$ cat src/rtl/fpu_cmp_pkg.sv
// Shared opcode/state types and IEEE-754 binary32 NaN helpers for the compare unit.
// No logic of its own; latency not applicable.
// Backpressure not applicable.
package fpu_cmp_pkg;

    typedef enum logic [2:0] {
        OP_FEQ  = 3'd0,
        OP_FLT  = 3'd1,
        OP_FLE  = 3'd2,
        OP_FMIN = 3'd3,
        OP_FMAX = 3'd4
    } fcmp_op_e;

    typedef enum logic {
        ST_EMPTY = 1'b0,
        ST_FULL  = 1'b1
    } resp_state_e;

    typedef struct packed {
        logic [2:0]  op;
        logic [31:0] a;
        logic [31:0] b;
    } fcmp_req_t;

    localparam logic [31:0] CANON_NAN = 32'h7FC0_0000;

    function automatic logic is_nan(input logic [31:0] x);
        return (x[30:23] == 8'hFF) && (x[22:0] != 23'd0);
    endfunction

    function automatic logic is_snan(input logic [31:0] x);
        return is_nan(x) && !x[22];
    endfunction

endpackage

$ cat src/rtl/fcmp_core.sv
// Single-precision FEQ/FLT/FLE/FMIN/FMAX evaluator with IEEE invalid flag.
// Purely combinational, zero latency.
// No flow control; caller qualifies inputs.
module fcmp_core
    import fpu_cmp_pkg::*;
(
    input  logic [2:0]  op,
    input  logic [31:0] a,
    input  logic [31:0] b,
    output logic [31:0] result,
    output logic        invalid
);

    logic a_nan;
    logic b_nan;
    logic any_nan;
    logic any_snan;
    logic both_zero;
    logic a_eq_b;
    logic a_lt_b;

    always_comb begin
        a_nan     = is_nan(a);
        b_nan     = is_nan(b);
        any_nan   = a_nan | b_nan;
        any_snan  = is_snan(a) | is_snan(b);
        both_zero = (a[30:0] == 31'd0) && (b[30:0] == 31'd0);
        a_eq_b    = both_zero || (a == b);
        // Sign-magnitude order: magnitude comparison flips when both are negative.
        if (both_zero) begin
            a_lt_b = 1'b0;
        end else if (a[31] != b[31]) begin
            a_lt_b = a[31];
        end else if (a[31]) begin
            a_lt_b = a[30:0] > b[30:0];
        end else begin
            a_lt_b = a[30:0] < b[30:0];
        end
    end

    always_comb begin
        result  = 32'd0;
        invalid = 1'b0;
        case (op)
            OP_FEQ: begin
                result  = {31'd0, !any_nan && a_eq_b};
                invalid = any_snan;
            end
            OP_FLT: begin
                result  = {31'd0, !any_nan && a_lt_b};
                invalid = any_nan;
            end
            OP_FLE: begin
                result  = {31'd0, !any_nan && (a_lt_b || a_eq_b)};
                invalid = any_nan;
            end
            OP_FMIN, OP_FMAX: begin
                invalid = any_snan;
                if (a_nan && b_nan) begin
                    result = CANON_NAN;
                end else if (a_nan) begin
                    result = b;
                end else if (b_nan) begin
                    result = a;
                end else if (both_zero) begin
                    result = (op == OP_FMIN) ? {a[31] | b[31], 31'd0} : {a[31] & b[31], 31'd0};
                end else if (a_lt_b ^ (op == OP_FMAX)) begin
                    result = a;
                end else begin
                    result = b;
                end
            end
            default: begin
                result  = 32'd0;
                invalid = 1'b1;
            end
        endcase
    end

endmodule

$ cat src/rtl/fcmp_sched.sv
// Round-robin arbiter sharing one fcmp_core among N_REQ requesters, registered tagged response.
// Latency: accepted on edge k, result visible on resp_* from edge k.
// Backpressure: no grants and rr_ptr frozen while the response slot is full and not drained.
module fcmp_sched
    import fpu_cmp_pkg::*;
#(
    parameter int N_REQ = 4,
    parameter int ID_W  = $clog2(N_REQ)
) (
    input  logic                 clk,
    input  logic                 rst,
    input  logic [N_REQ-1:0]     req_valid,
    output logic [N_REQ-1:0]     req_ready,
    input  logic [3*N_REQ-1:0]   req_op,
    input  logic [32*N_REQ-1:0]  req_a,
    input  logic [32*N_REQ-1:0]  req_b,
    output logic                 resp_valid,
    input  logic                 resp_ready,
    output logic [ID_W-1:0]      resp_id,
    output logic [31:0]          resp_result,
    output logic                 resp_invalid
);

    localparam logic [ID_W:0]   N_EXT    = (ID_W+1)'(N_REQ);
    localparam logic [ID_W-1:0] LAST_IDX = ID_W'(N_REQ - 1);

    fcmp_req_t req_arr [N_REQ];

    for (genvar g = 0; g < N_REQ; g++) begin : g_unpack
        assign req_arr[g] = {req_op[3*g +: 3], req_a[32*g +: 32], req_b[32*g +: 32]};
    end

    resp_state_e     state_q, state_d;
    logic [ID_W-1:0] rr_ptr_q, rr_ptr_d;
    logic [ID_W-1:0] resp_id_q, resp_id_d;
    logic [31:0]     resp_result_q, resp_result_d;
    logic            resp_invalid_q, resp_invalid_d;

    logic            slot_free;
    logic            grant_found;
    logic            grant_vld;
    logic [ID_W-1:0] grant_idx;
    logic [ID_W:0]   cand;
    fcmp_req_t       sel_req;
    logic [31:0]     core_result;
    logic            core_invalid;

    // Wrap-around search starting at rr_ptr; first valid requester wins.
    always_comb begin
        grant_found = 1'b0;
        grant_idx   = '0;
        cand        = '0;
        for (int off = 0; off < N_REQ; off++) begin
            cand = {1'b0, rr_ptr_q} + (ID_W+1)'(off);
            if (cand >= N_EXT) begin
                cand = cand - N_EXT;
            end
            if (!grant_found && req_valid[cand[ID_W-1:0]]) begin
                grant_found = 1'b1;
                grant_idx   = cand[ID_W-1:0];
            end
        end
    end

    assign slot_free = (state_q == ST_EMPTY) | resp_ready;
    assign grant_vld = grant_found & slot_free & !rst;
    assign sel_req   = req_arr[grant_idx];

    fcmp_core u_core (
        .op      (sel_req.op),
        .a       (sel_req.a),
        .b       (sel_req.b),
        .result  (core_result),
        .invalid (core_invalid)
    );

    always_ff @(posedge clk or posedge rst) begin
        if (rst) begin
            state_q        <= ST_EMPTY;
            rr_ptr_q       <= '0;
            resp_id_q      <= '0;
            resp_result_q  <= 32'd0;
            resp_invalid_q <= 1'b0;
        end else begin
            state_q        <= state_d;
            rr_ptr_q       <= rr_ptr_d;
            resp_id_q      <= resp_id_d;
            resp_result_q  <= resp_result_d;
            resp_invalid_q <= resp_invalid_d;
        end
    end

    always_comb begin
        state_d = state_q;
        case (state_q)
            ST_EMPTY: if (grant_vld) state_d = ST_FULL;
            ST_FULL:  if (!grant_vld && resp_ready) state_d = ST_EMPTY;
            default:  state_d = ST_EMPTY;
        endcase
    end

    // A grant while FULL implies resp_ready, so drain and reload share one edge.
    always_comb begin
        rr_ptr_d       = rr_ptr_q;
        resp_id_d      = resp_id_q;
        resp_result_d  = resp_result_q;
        resp_invalid_d = resp_invalid_q;
        if (grant_vld) begin
            rr_ptr_d       = (grant_idx == LAST_IDX) ? '0 : grant_idx + 1'b1;
            resp_id_d      = grant_idx;
            resp_result_d  = core_result;
            resp_invalid_d = core_invalid;
        end
    end

    always_comb begin
        resp_valid   = (state_q == ST_FULL);
        resp_id      = resp_id_q;
        resp_result  = resp_result_q;
        resp_invalid = resp_invalid_q;
        req_ready    = '0;
        if (grant_vld) begin
            req_ready[grant_idx] = 1'b1;
        end
    end

endmodule

$ cat config.mk
export PLATFORM = sky130hd
export DESIGN_NAME = fcmp_sched
export DESIGN_NICKNAME = d
export VERILOG_FILES = /design/src/rtl/fpu_cmp_pkg.sv /design/src/rtl/fcmp_core.sv /design/src/rtl/fcmp_sched.sv
export SDC_FILE = /design/constraint.sdc
export NUM_CORES = 1
export LEC_CHECK = 0
export CAP_MARGIN = 5
export CORE_ASPECT_RATIO = 0.9
export CORE_MARGIN = 2
export CORE_UTILIZATION = 41
export DETAILED_ROUTE_END_ITERATION = 8
export PLACE_DENSITY = 0.84
export SETUP_SLACK_MARGIN = 0.15
export SLEW_MARGIN = 20
export SYNTH_ARGS = -nofsm -noshare
export SYNTH_HDL_FRONTEND = slang
export SYNTH_SLANG_ARGS = --single-unit
$ cat constraint.sdc
create_clock -name clk -period 5.95 [get_ports clk]
set_input_delay 0.595 -clock clk [delete_from_list [all_inputs] [get_ports clk]]
set_output_delay 0.595 -clock clk [all_outputs]
set_load 0.01 [all_outputs]
### After elaboration in Yosys (flattened, before gate mapping)

Index checks and enable logic that the tools add are counted.

| storage, ports and cells | value |
|---|---|
| bits in registers | 38 |
| bits of input ports | 275 |
| logic and storage cells | 118 |
| output and inout bits | 40 |

| operators by class | value |
|---|---|
| reductions and logical operators | 32 |
| multiplexer cells | 41 |
| order comparisons | 13 |
| equal/unequal tests | 9 |
| bitwise gates (word level) | 10 |
| add/subtract/negate cells | 8 |

Operators with widths:

| operator | number |
|---|---|
| 32-bit two-way mux | 6 |
| 67-bit binary-select mux with 2-bit select | 1 |
| 67-bit two-way mux | 2 |
| 32-bit case mux with 4 select lines | 1 |
| 31-bit zero test | 2 |
| 23-bit nonzero test | 2 |
| 32-bit == test | 1 |
| 31-bit greater-than comparator | 1 |
| 31-bit less-than comparator | 1 |
| 2-bit two-way mux | 9 |
| 8-bit == test (second input constant) | 2 |
| 2-bit by 3-bit less-than comparator with 1-bit output (second input constant) | 5 |
| 1-bit logical AND | 14 |
| 1-bit two-way mux | 14 |
| 3-bit >= comparator (second input constant) | 4 |
| 1-bit binary-select mux with 2-bit select | 4 |
| 1-bit zero test | 8 |
| 2-bit by 1-bit subtractor with 2-bit output (second input constant) | 4 |
| 2-bit by 2-bit adder with 3-bit output (second input constant) | 2 |
| 3-bit by 2-bit == test with 1-bit output (second input constant) | 2 |
| 4-bit two-way mux | 1 |
| 1-bit OR | 4 |
| 1-bit case mux with 2 select lines | 2 |
| 2-bit OR reduction | 2 |
| 16 further kinds | 19 |

### Depth between registers and ports, before layout

Gate-level depths: netlist of run 1.

| logic depth | value |
|---|---|
| word-level depth | 29 |
| gate-level depth with buffers | 25 |
| gate-level depth less buffers | 20 |

### Cells and area by module

Synthesis of run 1 repeated with hierarchy kept, for this count alone.

| unflattened totals | value |
|---|---|
| cells, all modules | 657 |
| area, all modules | 5527.8 um^2 |

By module, submodules not included:

| module | cells an instance | area an instance (um^2) | times used |
|---|---|---|---|
| fcmp_sched | 403 | 3751.1 | 1 |
| fcmp_core | 254 | 1776.7 | 1 |

### Worst setup path before layout of run 1

No wires, ideal clock.

| path | value |
|---|---|
| kind | input -> register |
| start | input req_valid[2] |
| end | register resp_result_q[12] (netlist: resp_result[12]) |
| data arrival time | 5.239 ns |
| path slack | 0.585 ns |
| library setup time | 0.126 ns |
| stages | 24 |
| data required time | 5.824 ns |
| buffers on the path | 5 |
| path through | nor2b_2 -> a211o_4 -> nand2_4 -> buf_12 -> buf_12 -> buf_6 -> buf_6 -> a211oi_1 -> a31oi_1 -> inv_1 -> ha_1 -> a21o_1 -> a21o_1 -> a2111oi_0 -> nor4_1 -> a2111oi_0 -> o41ai_2 -> or2_2 -> a2111oi_4 -> nand2_1 -> and2_4 -> a21o_1 -> buf_6 -> a221o_1 |

| on the way | value |
|---|---|
| word-level cells in the longest chain between the ends | 27 |

RTL lines:

| element | line | RTL |
|---|---|---|
| from (decl) | fcmp_sched.sv:12 | `input logic [N_REQ-1:0] req_valid,` |
| 1-bit binary-select mux with 2-bit select | fcmp_sched.sv:58 | `if (!grant_found && req_valid[cand[ID_W-1:0]]) begin` |
| 1-bit two-way mux (not written as such) | fcmp_sched.sv:58 |  |
| 1-bit two-way mux | fcmp_sched.sv:58 |  |
| 1-bit zero test | fcmp_sched.sv:58 |  |
| 1-bit logical AND | fcmp_sched.sv:58 |  |
| 1-bit two-way mux | fcmp_sched.sv:58 |  |
| 1-bit zero test | fcmp_sched.sv:58 |  |
| 1-bit logical AND | fcmp_sched.sv:58 |  |
| [... 11 more ...] | n/a |  |
| 1-bit two-way mux | fcmp_core.sv:30 | `if (both_zero) begin` |
| 1-bit bitwise XOR | fcmp_core.sv:67 | `end else if (a_lt_b ^ (op == OP_FMAX)) begin` |
| 32-bit two-way mux | fcmp_core.sv:67 |  |
| 32-bit two-way mux | fcmp_core.sv:65 | `end else if (both_zero) begin` |
| 32-bit two-way mux | fcmp_core.sv:63 | `end else if (b_nan) begin` |
| 32-bit two-way mux | fcmp_core.sv:61 | `end else if (a_nan) begin` |
| 32-bit two-way mux | fcmp_core.sv:59 | `if (a_nan && b_nan) begin` |
| 32-bit case mux with 4 select lines | fcmp_core.sv:44 | `case (op)` |
| to (signal assigned) | fcmp_sched.sv:88 | `resp_result_q <= resp_result_d;` |
| to (decl) | fcmp_sched.sv:36 | `logic [31:0] resp_result_q, resp_result_d;` |

Parallel ways exist; a longest one is shown, timed or not. The select of a mux whose other input is x is not followed.
A chain may end at the register's enable or synchronous reset.

### Worst setup path in the final report of run 1

| path | value |
|---|---|
| start | input req_valid[2] |
| end | register resp_result_q[0] (netlist: resp_result[0]) |

Same word-level chain as after synthesis.

==> results.py, run 1 <==
metrics = {
    "status": {
        "status": "finished, final reports clean",
    },
    "sta": {
        "tns_ps": 0,
        "fin_worst_skew_ps": 13.4,
        "tightest_slew_ps": 592,
        "fmax_mhz": 176,
        "timing.hold.ws_ps": 483,
        "slew_violations": 0,
        "rsz0062_at_grt": "false",
        "min_period_ps": 5670,
        "setup_viol": 0,
        "hold_viol": 0,
        "period_share": 0.953,
        "max-slew-margin-rel": 0.602,
    },
    "worst_hold_path": {
        "min_from": "resp_invalid",
        "hp-class": "register to register",
        "min_to": "resp_invalid",
        "whs_path_depth": 2,
    },
    "grt": {
        "grt_max_degree": 74,
        "grt_pass1_wl_um": 42400,
        "antenna_found_initial": 1,
        "grt_pass1_vias": 7732,
        "grt_overflow": 0,
        "grt.total_usage": 0.344,
    },
    "logic_synthesis": {
        "async_flop_share": 1.00,
        "syn-num-nets": 1096,
        "netlist_instances": 786,
        "syn_area_per_cell_um2": 7.62,
        "synthFlopType": "dfrtp_1",
        "synthesis.area_um2": 5990,
        "synth_edf_count": 0,
        "synth_cell_types": 75,
        "yosysWarningCount": 0,
        "synth_seq_cells": 38,
        "ys_seq_area_frac": 0.159,
    },
    "critical_path": {
        "cp_num_buf_inv": 4,
        "cp-start-kind": "primary input",
        "crit_path_frequent_cell": "buf_12",
        "crit_family": "simple AND/OR/NAND/NOR gates",
        "max_stage_delay_ps": 470,
        "critPathSlowestCell": "or3_1",
        "required_ps": 6110,
        "endpoint_kind": "register",
        "r2r_slack_ps": 620,
        "crit_arrival_ps": 5830,
        "cp_max_fo": 26,
        "worstSetupPathType": "primary input to register",
        "path_cells": "clkdlybuf4s50_1, nor2b_4, a211o_4, nand2_8, buf_12, buf_12, a211oi_1, or2_2, ha_1, a2111oi_0, nand2_1, o21ai_0, nand4_1, or3_1, or4_1, and4_4, and2_1, a21oi_2, buf_4, nor3b_1, a2111o_1",
        "reg2reg_from": "rr_ptr_q[1]",
        "worstRegToRegCells": 20,
        "r2r-end": "resp_result[0]",
    },
    "pwr": {
        "p_leak_nw": 4.32,
        "irDropWorstVdd_mv": 0.225,
        "powerDensity_nw_per_um2": 446,
        "pwr-share-seq": 0.084,
        "power_mw": 4.51,
        "p_sw_mw": 2.27,
        "pwr-share-clk": 0.058,
        "power_switching_share": 0.504,
        "p_int_mw": 2.24,
        "comb_power_share": 0.858,
    },
    "cts": {
        "cts.path.max_buffers": 2,
        "htree_levels": 2,
        "clock_sinks": 38,
        "cts_made_buffers": 5,
        "cts_root_buf": "clkbuf_16",
        "clk_latency_ps": 290,
        "tritoncts": "built",
        "clkTransAtPathRegs_ps": 60,
    },
    "detailed_routing": {
        "drt_iter0_drc": 698,
        "detail-route-antenna-nets": 0,
        "first_pass_iters": 6,
        "drt-total-wl_um": 28400,
        "viasPerCell": 5.99,
        "drc": 0,
        "vias": 7962,
        "wire_per_inst_um": 21.4,
    },
    "placed_design": {
        "gp_congestion": 1.04,
        "portBuffers": 314,
        "placed_area_um2": 9690,
        "dpl.cell_count": 1315,
        "hpwlAfterDp_um": 22500,
    },
    "floorplanning": {
        "die_x_um": 131,
        "core.rowCount": 41,
        "coreArea_um2": 14200,
        "die_area_um2": 15600,
        "fp.dieH_um": 119,
        "start_util": 0.423,
        "ios": 315,
    },
    "layout": {
        "final_cell_mix": "clkdlybuf4s50_1 (312), and3_1 (109), a211oi_1 (95)",
        "areaGrowthSynthToFinish_pct": 68.8,
        "seqCellArea_um2": 951,
        "fin_nets": 1446,
        "multi_input_area_um2": 4630,
        "mostFrequentLayoutCell": "clkdlybuf4s50_1",
        "final_cells": 1330,
        "drive_above_1_share": 0.158,
        "design_area_um2": 10100,
        "nFillCells": 1192,
    },
    "run": {
        "cap_violations": 0,
    },
}
-- routing by layer --
layer | routed length, um | GRT usage
met5 | 0 | 0
met4 | 876 | 0.111
met3 | 2580 | 0.0678
met2 | 13100 | 0.568
met1 | 11900 | 0.452
-- power by group through the flow --
stage / logic (mW) / clock network, mW / registers [mW]
finish: 3.87 / 0.263 / 0.378
global route: 4.16 / 0.273 / 0.383
CTS: 3.61 / 0.261 / 0.373
detailed placement: 3.56 / 0 / 0.376
global placement: 3.51 / 0 / 0.376
floorplan: 2.21 / 0 / 0.390
-- stage by stage --
stage / setup WS [ps] / utilization
final: 281 / 0.714
after global placement: -163 / 0.684
after global routing: 63.8 / 0.714
after detailed placement: -389 / 0.684
after CTS: 143 / 0.696
after floorplan: 585 / -
-- logic make-up after synthesis --
group | after synthesis | synth area share
buf+inv | 100 | 0.100
xor+xnor | 4 | 0.00585
compound gates | 249 | 0.330
fa+ha+maj | 35 | 0.0731
simple gates | 353 | 0.319
flops | 38 | 0.159
mux | 7 | 0.0123
-- worst reg2reg max path, delay by kind of cell, from the launching register on --
family | cells | cell delay, ps
fa+ha+maj | 1 | 340
flops | 1 | 450
buf+inv | 3 | 530
compound gates | 6 | 1710
simple gates | 10 | 2190
-- synthesized netlist by cell type, types with 3 or more instances --
master,n,area share
mux2i_1,4,0.0067
nor2_1,48,0.030
a31oi_1,20,0.021
buf_2,10,0.0084
buf_6,21,0.039
ha_1,35,0.073
a211oi_1,105,0.13
or2_2,10,0.010
a31oi_2,5,0.010
buf_4,6,0.0075
nand2_1,84,0.053
nor2b_1,3,0.0031
and3_1,109,0.11
and2_1,10,0.010
o311ai_0,3,0.0044
o21ai_0,15,0.013
a2111oi_0,4,0.0058
nand3_1,14,0.012
mux2_2,3,0.0056
nor4b_1,3,0.0044
nand4_1,11,0.011
o22ai_1,19,0.020
or2_1,3,0.0031
dfrtp_1,38,0.16
inv_1,33,0.021
nor3b_1,3,0.0038
inv_2,3,0.0019
or3_1,3,0.0031
nor4_1,14,0.015
a21o_1,6,0.0075
a31o_2,3,0.0044
o221ai_1,8,0.012
nor3_1,17,0.014
a221o_1,21,0.035
a21oi_1,14,0.012
clkbuf_1,25,0.016
-- cell type report --
cell class                 count  share of cell area
inverter                      36              0.0136
antenna                        1            0.000247
timing repair buffer         407               0.397
multi-input combinational    648               0.458
clock buffer                   6              0.0127
sequential                    38              0.0940
tap                          193              0.0239
clock inverter                 1            0.000742
-- sequential cells by signal (all words and copies together) (netlist names) --
signal        cells
resp_id           2
resp_invalid      1
resp_result      32
resp_valid        1
rr_ptr_q          2
-- worst max path at each step --
stage	to	slack [ps]	start	depth (start not counted)
2_1_floorplan	resp_result[12]	590	req_valid[2]	24
3_3_place_gp	resp_result[4]	-160	req_valid[2]	20
3_5_place_dp	resp_result[12]	-390	req_valid[1]	22
4_1_cts	resp_result[14]	140	req_valid[1]	20
5_1_grt	resp_result[0]	60	req_valid[2]	22
6_report	resp_result[0]	280	req_valid[2]	21
-- repair_timing --
item                       4_1_cts  5_1_grt
buffers inserted                 0        4
gates resized for setup          5       33
pin swaps                        0        8
hold buffers                     0        0
gates cloned                     0        3
setup endpoints to repair       22       32
No activity file was read; power rests on OpenSTA's default activity.
==> run 2, diff against run 1 <==
--- a/config.mk
+++ b/config.mk
@@ -7,7 +7,7 @@
 export LEC_CHECK = 0
 export CAP_MARGIN = 5
 export CORE_ASPECT_RATIO = 0.9
-export CORE_MARGIN = 2
+export CORE_MARGIN = 5
 export CORE_UTILIZATION = 41
 export DETAILED_ROUTE_END_ITERATION = 8
 export PLACE_DENSITY = 0.84
==> run 2 against run 1 <==
  * Via count increased by 1.9%
  * Utilization decreased by 0.85 points
  * Register-to-register slack got worse by 50 ps
  * Sequential power decreased by 2%
  * Critical path depth decreased by 1
  * Power increased by 3.5%
  * Cell count increased by 1.1%
  * First-iteration DRC count decreased by 28%
  * Combinational power increased by 4%
  * Maximum frequency decreased by 0.70%
  * Design area increased by 1.2%
  * Critical path type unchanged
  * Critical endpoint is now resp_result[3]
  * Largest power group unchanged
==> results.py, run 2 (synthesized netlist as in run 1, its figures left out) <==
metrics = {
    "sta": {
        "rsz0062_at_grt": "true",
        "period_share": 0.960,
        "tightest_slew_ps": 621,
        "slew_violations": 0,
        "hold_viol": 0,
        "timing.hold.ws_ps": 483,
        "tns_ps": 0,
        "setup_viol": 0,
        "min_period_ps": 5710,
        "fin_worst_skew_ps": 10.3,
        "max-slew-margin-rel": 0.575,
        "fmax_mhz": 175,
        "setup_slack_ps": 241,
    },
    "run": {
        "cap_violations": 0,
    },
    "grt": {
        "grt_overflow": 0,
        "grt_max_degree": 59,
        "grt_pass1_vias": 7788,
        "grt.total_usage": 0.312,
        "antenna_found_initial": 1,
        "grt_pass1_wl_um": 42400,
    },
    "critical_path": {
        "max_stage_delay_ps": 450,
        "cp_max_fo": 33,
        "required_ps": 6120,
        "worstSetupPathType": "primary input to register",
        "critPathSlowestCell": "clkdlybuf4s50_1",
        "cp_num_buf_inv": 3,
        "path_cells": "clkdlybuf4s50_1, nor2b_2, a211o_4, nand2_8, buf_4, buf_12, a211oi_1, or2_2, ha_1, a2111oi_2, nand2_1, o21ai_0, nand4_1, or3_1, or4_1, and4_1, and2_1, a21oi_4, nor2_2, a221o_1",
        "crit_arrival_ps": 5880,
        "crit_family": "simple AND/OR/NAND/NOR gates",
        "endpoint_kind": "register",
        "cp-start-kind": "primary input",
    },
    "detailed_routing": {
        "viasPerCell": 6.03,
        "first_pass_iters": 5,
        "drt-total-wl_um": 29500,
        "wire_per_inst_um": 21.9,
        "detail-route-antenna-nets": 0,
        "drc": 0,
        "drt_iter0_drc": 501,
        "vias": 8114,
    },
    "placed_design": {
        "place_ws_ps": -176,
        "dpl.cell_count": 1319,
        "portBuffers": 314,
        "gp_congestion": 1.01,
        "hpwlAfterDp_um": 23000,
    },
    "worst_hold_path": {
        "hp-class": "register to register",
    },
    "layout": {
        "largest_register_ffs": 32,
        "fin_nets": 1455,
        "drive_above_1_share": 0.170,
        "final_cell_mix": "clkdlybuf4s50_1 (313), and3_1 (109), a211oi_1 (93)",
        "nFillCells": 1174,
        "mostFrequentLayoutCell": "clkdlybuf4s50_1",
        "areaGrowthSynthToFinish_pct": 70.9,
        "fin_util": 0.706,
        "final_cells": 1345,
    },
    "pwr": {
        "powerDensity_nw_per_um2": 456,
        "irDropWorstVdd_mv": 0.228,
        "p_leak_nw": 4.36,
    },
    "cts": {
        "tritoncts": "built",
        "cts_root_buf": "clkbuf_16",
        "cts.path.max_buffers": 2,
        "clock_sinks": 38,
        "cts_made_buffers": 5,
        "clk_latency_ps": 290,
        "htree_levels": 2,
        "clkTransAtPathRegs_ps": 60,
        "holdBufCountCts": 0,
    },
    "floorplanning": {
        "core.rowCount": 42,
        "coreArea_um2": 14500,
        "start_util": 0.413,
        "fp.dieH_um": 125,
        "die_area_um2": 17100,
        "die_x_um": 137,
        "ios": 315,
    },
    "status": {
        "status": "finished, final reports clean",
    },
}
[run 2: cell count changes in the layout (fill, tap and decap cells not counted), moves of 2 or more]
cell,before,now
nor2b_2,0,2
nor2_1,47,45
a211oi_1,95,93
nor2_2,2,5
buf_12,8,11
buf_4,81,86
a211oi_2,12,14
nor2b_4,3,1
[run 2: per-layer routing]
| metal | share of wire | wire length, um | GRT usage | vias up |
|---|---|---|---|---|
| met3 | 0.098 | 2880 | 0.0707 | 69 |
| met5 | 0 | 0 | 0 | - |
| met1 | 0.40 | 11800 | 0.401 | 3803 |
| met4 | 0.032 | 935 | 0.0927 | 0 |
| li1 | - | - | - | 3762 |
| met2 | 0.47 | 13800 | 0.518 | 480 |
[run 2: worst paths after layout]
kind,startpoint,endpoint,slack [ps],cells past startpoint
worst max-delay path,req_valid[2],resp_result[3],240,20
worst min-delay path,resp_id[1],resp_id[1],480,2
worst max register to register,rr_ptr_q[0],resp_result[3],570,19
worst min register to register,resp_id[1],resp_id[1],480,2
max in group asynchronous,rst,resp_result[8],4810,3
min in group asynchronous,rst,resp_result[25],780,3
[run 2: tightest hold or removal path, delay by kind of cell (launching register included)]
family / cells / cell delay, ps
flops: 1 / 340
compound gates: 1 / 60
simple gates: 1 / 50
[run 2: cell type report]
type	instances	area [um2]	share of cell area
diodes	1	2.50	0.000244
clock buffers	6	139	0.0136
clock inverters	2	12.5	0.00122
inverters	36	138	0.0134
multi-input cells	650	4680	0.457
flip-flops and latches	38	951	0.0929
well taps	198	248	0.0242
repair buffers	414	4070	0.398
[run 2: what timing repair did]
| item | in CTS | in global routing |
|---|---|---|
| pin swaps | 0 | 12 |
| resized for setup | 1 | 46 |
| buffers inserted | 0 | 13 |
| gates cloned | 0 | 4 |
| setup endpoints to repair | 21 | 32 |
[run 2: per-stage QoR]
step	total power [mW]	instance area, um2
after CTS	4.21	9840
after floorplan	2.60	5990
after global placement	3.86	9690
after global routing	4.99	10200
final	4.67	10200
after detailed placement	3.91	9690
[run 2: where the power goes]
group	internal (mW)	switching (mW)	total (mW)
Sequential	0.326	0.0441	0.371
Clock	0.166	0.116	0.282
Combinational	1.82	2.20	4.02
==> run 3, diff against run 2 <==
--- a/config.mk
+++ b/config.mk
@@ -9,6 +9,7 @@
 export CORE_ASPECT_RATIO = 0.9
 export CORE_MARGIN = 5
 export CORE_UTILIZATION = 41
+export CTS_CLUSTER_DIAMETER = 150
 export DETAILED_ROUTE_END_ITERATION = 8
 export PLACE_DENSITY = 0.84
 export SETUP_SLACK_MARGIN = 0.15
==> results of run 3 <==
No change in the layout: final DEF, timing and power equal those of run 2.
==> RTL change, RTL diff (flow settings as in run 1) <==
Reset style: synchronous (`rst`), changed in one clocked block.
--- a/src/rtl/fcmp_sched.sv
+++ b/src/rtl/fcmp_sched.sv
@@ -74,7 +74,7 @@
         .invalid (core_invalid)
     );
 
-    always_ff @(posedge clk or posedge rst) begin
+    always_ff @(posedge clk) begin
         if (rst) begin
             state_q        <= ST_EMPTY;
             rr_ptr_q       <= '0;
Formal check against the unedited RTL: differs if rst is asserted again (counterexample within 4 cycles, from zero or initial values and one cycle with rst high); with rst held inactive, the same outputs for 4 cycles.
==> RTL change against run 1 <==
- power shrank 27%
- die area grew 22%
- routed wire length rose by 27%
- worst setup slack lost 5.9 ps
- count of clock-buffer cells in the layout unchanged
- via count increased by 39%
- sequential cell count stayed put
- sequential power decreased by 12%
- sequential share of layout area decreased by 2.7 points
- area after synthesis grew 23%
- register-to-register slack gained 110 ps
- clock power grew 37%
- utilization shrank 6.9 points
- cell area increased by 12%
- critical endpoint is now resp_result[4]
- largest cell class unchanged
- highest routed layer unchanged
==> RTL change: results (changes against run 1) <==
.. list-table::
   :header-rows: 1

   * - Metric
     - Value
   * - Outcome
     - complete, no violations (unchanged)
   * - Standby leakage power
     - 4.16 nW (was 4.32 nW)
   * - Routed wire length per instance
     - 21.9 um (was 21.4 um)
   * - Most used flip-flop cell after synthesis
     - sky130_fd_sc_hd__dfxtp_1 (was sky130_fd_sc_hd__dfrtp_1)
   * - Layout cell share with drive strength beyond 1
     - 0.0992 (was 0.158)
   * - Beginning of the worst register-to-register path
     - rr_ptr_q[0] (was rr_ptr_q[1])
   * - Commonest cells post-synth
     - sky130_fd_sc_hd__nor4_1 (129), sky130_fd_sc_hd__nand2_1 (126), sky130_fd_sc_hd__nand3_1 (126) (was sky130_fd_sc_hd__and3_1 (109), sky130_fd_sc_hd__a211oi_1 (105), sky130_fd_sc_hd__nand2_1 (84))
   * - Slack of the worst reg-to-reg path
     - 730 ps (was 620 ps)
   * - Standard cell core area
     - 17600 sq um (was 14200 sq um)
   * - CTS max path bufs
     - 2 (unchanged)
   * - Placement-stage cell area
     - 11100 sq um (was 9690 sq um)
   * - Violation count after the first detailed-routing iteration
     - 1485 (was 698)
   * - RR Endpoint
     - resp_result[4] (was resp_result[0])
   * - Mean area per synthesized cell
     - 6.47 sq um (was 7.62 sq um)
   * - Final antenna diode count
     - 0 (was 1)
   * - Synth Net Count
     - 1450 (was 1096)
   * - Largest net degree at the start of global routing
     - 87 (was 74)
   * - Total number of vias
     - 11100 (was 7962)
   * - Fillcell total
     - 1598 (was 1192)
   * - Critical path arrival
     - 5800 ps (was 5830 ps)
   * - Proportion of power drawn by the clock network
     - 0.109 (was 0.058)
   * - First-pass GRT wire length
     - 55100 um (was 42400 um)
   * - Final net count
     - 1721 (was 1446)
   * - Antenna violations before repair
     - 0 (was 1)
   * - Placer's final routability congestion estimate
     - 1.03 (was 1.04)
   * - Half-perimeter wire length of the detailed placement result
     - 27300 um (was 22500 um)
   * - Placed cell count
     - 1640 (was 1315)
   * - Number of global-route vias before repair
     - 9994 (was 7732)
   * - Top cells by area, synth
     - sky130_fd_sc_hd__nor4_1 (11%), sky130_fd_sc_hd__dfxtp_1 (10%), sky130_fd_sc_hd__nand3_1 (8.5%) (was sky130_fd_sc_hd__dfrtp_1 (16%), sky130_fd_sc_hd__a211oi_1 (13%), sky130_fd_sc_hd__and3_1 (11%))
   * - Maximum VDD drop
     - 176 uV (was 225 uV)
   * - Portion of total power attributed to combinational logic
     - 0.790 (was 0.858)
   * - Internal power consumption
     - 0.00166 W (was 0.00224 W)
   * - Crit share post-route
     - 0.954 (was 0.953)
   * - Slew @ Worst Pin
     - 1140 ps (was 592 ps)
   * - Count of cell types in the netlist
     - 62 (was 75)
   * - Worst-path maximum fanout
     - 29 (was 26)
RTL change: changes by cell type after synthesis, sizes merged, moves of 38 or more:
cell / change
nand2: +41
nand3: +111
and3: -99
a211oi: -39
nand2b: +58
a32oi: +48
o21ai: +84
dfrtp: -38
nor4: +115
dfxtp: +38
clkbuf: +57
RTL change: how the worst min path moves through the flow:
stage	start	endpoint	slack, ps	cells past startpoint
after detailed placement	resp_id[1]	resp_id[1]	460	2
after CTS	resp_id[1]	resp_id[1]	480	2
after global routing	resp_result[30]	resp_result[30]	500	1
after global placement	resp_id[1]	resp_id[1]	450	2
final	resp_id[0]	resp_id[0]	470	2
after floorplan	rr_ptr_q[0]	rr_ptr_q[0]	480	2
RTL change: cell type report:
cell class | instances | area (sq um) | area share
multi-input combinational | 933 | 6020 | 0.530
timing repair buffer | 403 | 3970 | 0.349
sequential | 38 | 764 | 0.0673
tap | 240 | 300 | 0.0264
clock buffer | 6 | 139 | 0.0122
inverter | 30 | 113 | 0.00991
clock inverter | 2 | 60.1 | 0.00528
RTL change: logic make-up (layout without fill, tap and decap cells):
kind of cell,after synthesis,in the layout,share of synthesized area
compound gates,358,358,0.349
xor+xnor,4,4,0.00475
fa+ha+maj,35,35,0.0594
buf+inv,170,441,0.0955
flops,38,38,0.103
mux,4,4,0.00577
simple gates,531,532,0.382
RTL change: layer usage:
layer / track usage / share of wire / up-vias / routed length, um
met4: 0.124 / 0.044 / 0 / 1590
met3: 0.0656 / 0.13 / 134 / 4560
met2: 0.538 / 0.43 / 848 / 15500
met1: 0.492 / 0.40 / 5075 / 14500
met5: 0 / 0 / - / 0
li1: - / - / 4995 / -
RTL change: worst max-delay path, stage by stage:
cell,delay [ps]
sky130_fd_sc_hd__clkdlybuf4s50_1,540
sky130_fd_sc_hd__nor2b_4,370
sky130_fd_sc_hd__or4b_4,350
sky130_fd_sc_hd__buf_4,240
sky130_fd_sc_hd__nand3_1,90
sky130_fd_sc_hd__a32oi_1,530
sky130_fd_sc_hd__inv_1,150
sky130_fd_sc_hd__ha_1,330
sky130_fd_sc_hd__a21o_1,160
sky130_fd_sc_hd__a21o_1,170
sky130_fd_sc_hd__a21oi_1,160
sky130_fd_sc_hd__o21ai_0,100
sky130_fd_sc_hd__a211oi_1,330
sky130_fd_sc_hd__and2_1,200
sky130_fd_sc_hd__a31oi_2,70
sky130_fd_sc_hd__mux2i_2,310
sky130_fd_sc_hd__mux2_2,380
sky130_fd_sc_hd__buf_4,230
sky130_fd_sc_hd__o21ai_0,330
sky130_fd_sc_hd__a221oi_1,130
RTL change: repair_timing:
item	CTS	global route
endpoints found under the setup margin	16	27
gates resized for setup	3	7
pin swaps	0	2
cloned	0	1
buffers inserted	0	3
